File: config.mk
export PLATFORM = sky130hd
export DESIGN_NAME = sync_fifo_param
export DESIGN_NICKNAME = d
export VERILOG_FILES = /design/src/rtl/sync_fifo_param.sv
export SDC_FILE = /design/constraint.sdc
export NUM_CORES = 1
export LEC_CHECK = 0
export CAP_MARGIN = 5
export CELL_PAD_IN_SITES_DETAIL_PLACEMENT = 0
export CELL_PAD_IN_SITES_GLOBAL_PLACEMENT = 1
export CORE_MARGIN = 1.5
export CORE_UTILIZATION = 54
export CTS_CLUSTER_DIAMETER = 80
export CTS_CLUSTER_SIZE = 8
export DETAILED_ROUTE_END_ITERATION = 7
export HOLD_SLACK_MARGIN = 0.15
export PLACE_DENSITY = 0.92
export SLEW_MARGIN = 20
export SYNTH_ARGS = -nofsm -noshare
export SYNTH_HDL_FRONTEND = slang
export SYNTH_SLANG_ARGS = --single-unit
export TNS_END_PERCENT = 100
File: constraint.sdc
create_clock -name clk -period 4.75 [get_ports clk]
set_input_delay 0.95 -clock clk [delete_from_list [all_inputs] [get_ports clk]]
set_output_delay 0.95 -clock clk [all_outputs]
set_load 0.1 [all_outputs]
File: src/rtl/sync_fifo_param.sv
// sync_fifo_param: parameterised single-clock FIFO with extended-pointer full/empty detection.
//
// Parameters:
//   DATA_W    - word width in bits
//   ADDR_W    - address width; depth is 2**ADDR_W
//   AF_THRESH - almost_full asserts when data_count >= AF_THRESH
//   AE_THRESH - almost_empty asserts when data_count <= AE_THRESH
//   FWFT      - 0: read_data is registered on an accepted read
//               1: read_data shows the head word combinationally (first-word-fall-through)
//
// Ports:
//   clk          - rising-edge clock
//   rst_n        - synchronous active-low reset
//   write_enable - write request; ignored while full
//   write_data   - word to write
//   read_enable  - read request (pop in FWFT mode); ignored while empty
//   read_data    - read word
//   empty, full  - occupancy flags
//   almost_empty - data_count <= AE_THRESH
//   almost_full  - data_count >= AF_THRESH
//   data_count   - words stored, 0..DEPTH
//   overflow     - one-cycle pulse after a write attempted while full
//   underflow    - one-cycle pulse after a read attempted while empty
module sync_fifo_param #(
    parameter int unsigned DATA_W    = 8,
    parameter int unsigned ADDR_W    = 4,
    parameter int unsigned AF_THRESH = 12,
    parameter int unsigned AE_THRESH = 2,
    parameter int unsigned FWFT      = 0
) (
    input  logic              clk,
    input  logic              rst_n,
    input  logic              write_enable,
    input  logic [DATA_W-1:0] write_data,
    input  logic              read_enable,
    output logic [DATA_W-1:0] read_data,
    output logic              empty,
    output logic              full,
    output logic              almost_empty,
    output logic              almost_full,
    output logic [ADDR_W:0]   data_count,
    output logic              overflow,
    output logic              underflow
);

    localparam int unsigned DEPTH = 2 ** ADDR_W;

    localparam logic [ADDR_W:0] PtrOne = (ADDR_W + 1)'(1);
    localparam logic [ADDR_W:0] AfThr  = (ADDR_W + 1)'(AF_THRESH);
    localparam logic [ADDR_W:0] AeThr  = (ADDR_W + 1)'(AE_THRESH);

    logic [DATA_W-1:0] mem_q [DEPTH];

    logic [ADDR_W:0] w_ptr_q, w_ptr_d;
    logic [ADDR_W:0] r_ptr_q, r_ptr_d;
    logic            overflow_q, overflow_d;
    logic            underflow_q, underflow_d;

    logic            wr_accept;
    logic            rd_accept;
    logic [ADDR_W-1:0] wr_addr;
    logic [ADDR_W-1:0] rd_addr;
    logic [DATA_W-1:0] head_word;

    assign wr_addr   = w_ptr_q[ADDR_W-1:0];
    assign rd_addr   = r_ptr_q[ADDR_W-1:0];
    assign head_word = mem_q[rd_addr];

    // Flags derive from registered pointers only; the MSB acts as a lap bit.
    assign empty        = (w_ptr_q == r_ptr_q);
    assign full         = (w_ptr_q[ADDR_W] != r_ptr_q[ADDR_W]) && (wr_addr == rd_addr);
    assign data_count   = w_ptr_q - r_ptr_q;
    assign almost_full  = (data_count >= AfThr);
    assign almost_empty = (data_count <= AeThr);
    assign overflow     = overflow_q;
    assign underflow    = underflow_q;

    // Both requests are judged against the pre-edge flags.
    assign wr_accept = write_enable && !full;
    assign rd_accept = read_enable && !empty;

    always_comb begin
        w_ptr_d     = w_ptr_q;
        r_ptr_d     = r_ptr_q;
        overflow_d  = write_enable && full;
        underflow_d = read_enable && empty;
        if (wr_accept) begin
            w_ptr_d = w_ptr_q + PtrOne;
        end
        if (rd_accept) begin
            r_ptr_d = r_ptr_q + PtrOne;
        end
    end

    always_ff @(posedge clk) begin
        if (!rst_n) begin
            w_ptr_q     <= '0;
            r_ptr_q     <= '0;
            overflow_q  <= 1'b0;
            underflow_q <= 1'b0;
        end else begin
            w_ptr_q     <= w_ptr_d;
            r_ptr_q     <= r_ptr_d;
            overflow_q  <= overflow_d;
            underflow_q <= underflow_d;
        end
    end

    // Storage is not reset; the pointers alone define what is valid.
    always_ff @(posedge clk) begin
        if (rst_n && wr_accept) begin
            mem_q[wr_addr] <= write_data;
        end
    end

    if (FWFT != 0) begin : g_fwft
        // Head word is shown directly; forced to zero while empty to keep it deterministic.
        assign read_data = empty ? '0 : head_word;
    end else begin : g_std
        logic [DATA_W-1:0] rdata_q, rdata_d;

        always_comb begin
            rdata_d = rdata_q;
            if (rd_accept) begin
                rdata_d = head_word;
            end
        end

        always_ff @(posedge clk) begin
            if (!rst_n) begin
                rdata_q <= '0;
            end else begin
                rdata_q <= rdata_d;
            end
        end

        assign read_data = rdata_q;
    end

endmodule

==> metrics <==
largest net degree at the start of global routing=32; All-Layer GR Usage=22.41%; top cell type's share of synthesized area=64.09%; Slew @ Worst Pin=0.9714 ns; Seq pwr share=43.0%; average size of a mapped cell=15.66 um^2; relative slew slack=35.03%; yosys warns=0; DIE AREA=0.01175 mm^2; H-Tree Depth=4; setup TNS=0 ns; minimum clock period=3.719 ns; Die Span Y=108.4 um; clk sinks=148; Mapped Area=0.005997 mm^2; Syn-to-layout area delta=15.94%; CTS resizes=0; First-pass DRT Iterations=5; Worst-path clk slew=0.07 ns; FF+latch count, synth=148; Mapped Nets=405; global route overflow=0; RSZ-0062 raised after global routing=false; Async SR Flop Fraction=0%; area leader, netlist=edfxtp_1; worst setup path category=reg -> out; Pint=2287 uW; Setup Skew=0.01093 ns; Critical Path RT=3.80 ns; sw power=1120 uW; Leakage=0.002212 uW; Hold WC Path Type=reg -> reg; antenna-violating nets left=0; Main synth FF type=edfxtp_1; first-pass GRT wire length=18,570 um; Clk pwr share=34.9%; layout cells sized above 1=13.79%; core area=0.01084 mm^2; top post-synthesis cells by area=edfxtp_1 64%, mux2i_1 8.3%, dfxtp_1 6.7%; Post-route DRC=0; most frequent cells in the layout=128 x edfxtp_1, 50 x mux2i_1, 22 x nor2_1, 21 x clkdlybuf4s50_1, 20 x o21ai_0; most common cell after layout, fill and taps aside=edfxtp_1; post-CTS setup buffers=0; Layout fillers=777; vias in the first global route=3,400; chip width=108.4 um; Hold Fails Final Rpt=0; initial core utilization=55.32%; Min-Delay Endpoint=w_ptr_q[4]$_SDFFE_PN0N_; combinational power share=22.2%; reg-to-reg startpoint=r_ptr_q[3]$_SDFFE_PN0P_; vias per cell=5.859; Post-Synthesis Cells=383; I/O Pins=31; status=finished, final reports clean; # diodes=0; Reg2Reg Setup Slack=1.75 ns; CTS tree=built; number of CTS-inserted buffers=17; Skew-Pair Late Insertion Delay=0.52 ns; max-cap viol count=0; hold path depth=2; Clock Path Buffers=2; sw frac=32.88%; # rows=38; post-DP HPWL=8151 um; Routed WL per cell=20.94 um; hold_buf cts=0; area of the multi-input gates=0.001623 mm^2; Hold Crit Start=w_ptr_q[4]$_SDFFE_PN0N_; Tcrit/Tclk final=78.29%; root buf cell=clkbuf_8; crit end category=output port; CP Max Fanout=4; Worst R2R Path Depth=6; highest clock rate=268.9 MHz; CP Launch Type=flop; Reg area=0.004245 mm^2; Post-Place Cell Area=0.006419 mm^2; final core occ=64.14%; reg-to-reg endpoint=mem_q[8][2]$_DFFE_PP_; Worst Path Arrival=2.77 ns; Layout Nets=444; pwr/cell area=490.0 mW/mm^2; First DRT Iteration DRCs=247; hold_ws=0.5733 ns; sequential area share after synthesis=70.77%; Peak VDD IR=383.2 uV; GP Congestion=0.8000; Setup-failing EPs final=0; port bufs=30; Pins Over Slew Limit=0; Via Count=3,369; final wirelength=12,040 um; initial antenna violation count=0; EDFF count, synth=128; cell area after layout=0.006953 mm^2; Yosys cell types=41
[cell families after synthesis]
logic type,share of synthesized area (%)
DFF,70.77
muxes,11.35
buffers and inverters,2.253
AOI/OAI and AO/OA,6.802
adders and majority gates,2.212
and+or+nand+nor,5.049
xor gates and xnor gates,1.565
[critical path: stages (launching register included)]
cell	delay, ns
dfxtp_1	0.33
inv_1	0.18
ha_1	0.20
inv_1	0.06
fa_1	0.40
a21o_1	0.18
a21oi_1	0.17
xnor2_1	0.20
o2111a_1	0.24
buf_4	0.28
[synth_stat cells (8+ instances only)]
cell type / n
inv_1: 11
mux2i_1: 50
mux4_2: 8
nor2_1: 22
dfxtp_1: 20
edfxtp_1: 128
a21oi_1: 13
nor3_1: 14
o21ai_0: 20
o22ai_1: 16
nand2_1: 10
a221oi_1: 8
ha_1: 9
[sequential cells by signal (all words and copies together), names as in the netlist]
signal / count
w_ptr_q: 5
read_data: 8
r_ptr_q: 5
overflow: 1
mem_q: 128
underflow: 1
[worst max path at each step]
stage | endpoint | slack, ns | startpoint | cells after the start
2_1_floorplan | almost_full | 0.76 | r_ptr_q[1]$_SDFFE_PN0P_ | 8
3_3_place_gp | mem_q[8][0]$_DFFE_PP_ | 1.53 | rst_n | 5
3_5_place_dp | mem_q[8][0]$_DFFE_PP_ | 1.45 | rst_n | 5
4_1_cts | almost_empty | 1.00 | w_ptr_q[0]$_SDFFE_PN0N_ | 9
5_1_grt | almost_empty | 0.83 | w_ptr_q[0]$_SDFFE_PN0N_ | 9
6_report | almost_empty | 1.03 | w_ptr_q[0]$_SDFFE_PN0N_ | 9
[routing by layer]
layer	up-vias	share of wire, %	GRT usage [%]
met5	-	0	0
met4	0	1.1	6.579
met3	13	5.5	6.209
met2	103	51	37.66
met1	1686	42	28.62
li1	1567	-	-
[power groups by stage]
stage / clock network [uW] / registers [uW] / logic (uW)
after floorplan: 0 / 1610 / 463
after global placement: 0 / 1490 / 744
after detailed placement: 0 / 1490 / 754
after CTS: 1200 / 1460 / 756
after global routing: 1260 / 1470 / 792
final: 1190 / 1460 / 755
[final cells by class]
class	instances	share of cell area, %
multi-input cells	206	23.34
repair buffers	37	4.751
clock buffers	17	5.956
flip-flops and latches	148	61.06
inverters	12	0.6478
well taps	140	2.519
clock inverters	15	1.728
[per-stage QoR]
stage                     instances  total power (uW)  setup slack, ns
after floorplan                 383              2070           0.7596
after global placement          543              2235            1.533
after detailed placement        543              2245            1.450
after CTS                       575              3423            1.002
after global routing            575              3519           0.8286
final                           575              3407            1.031
No activity file was read; power rests on OpenSTA's default activity.
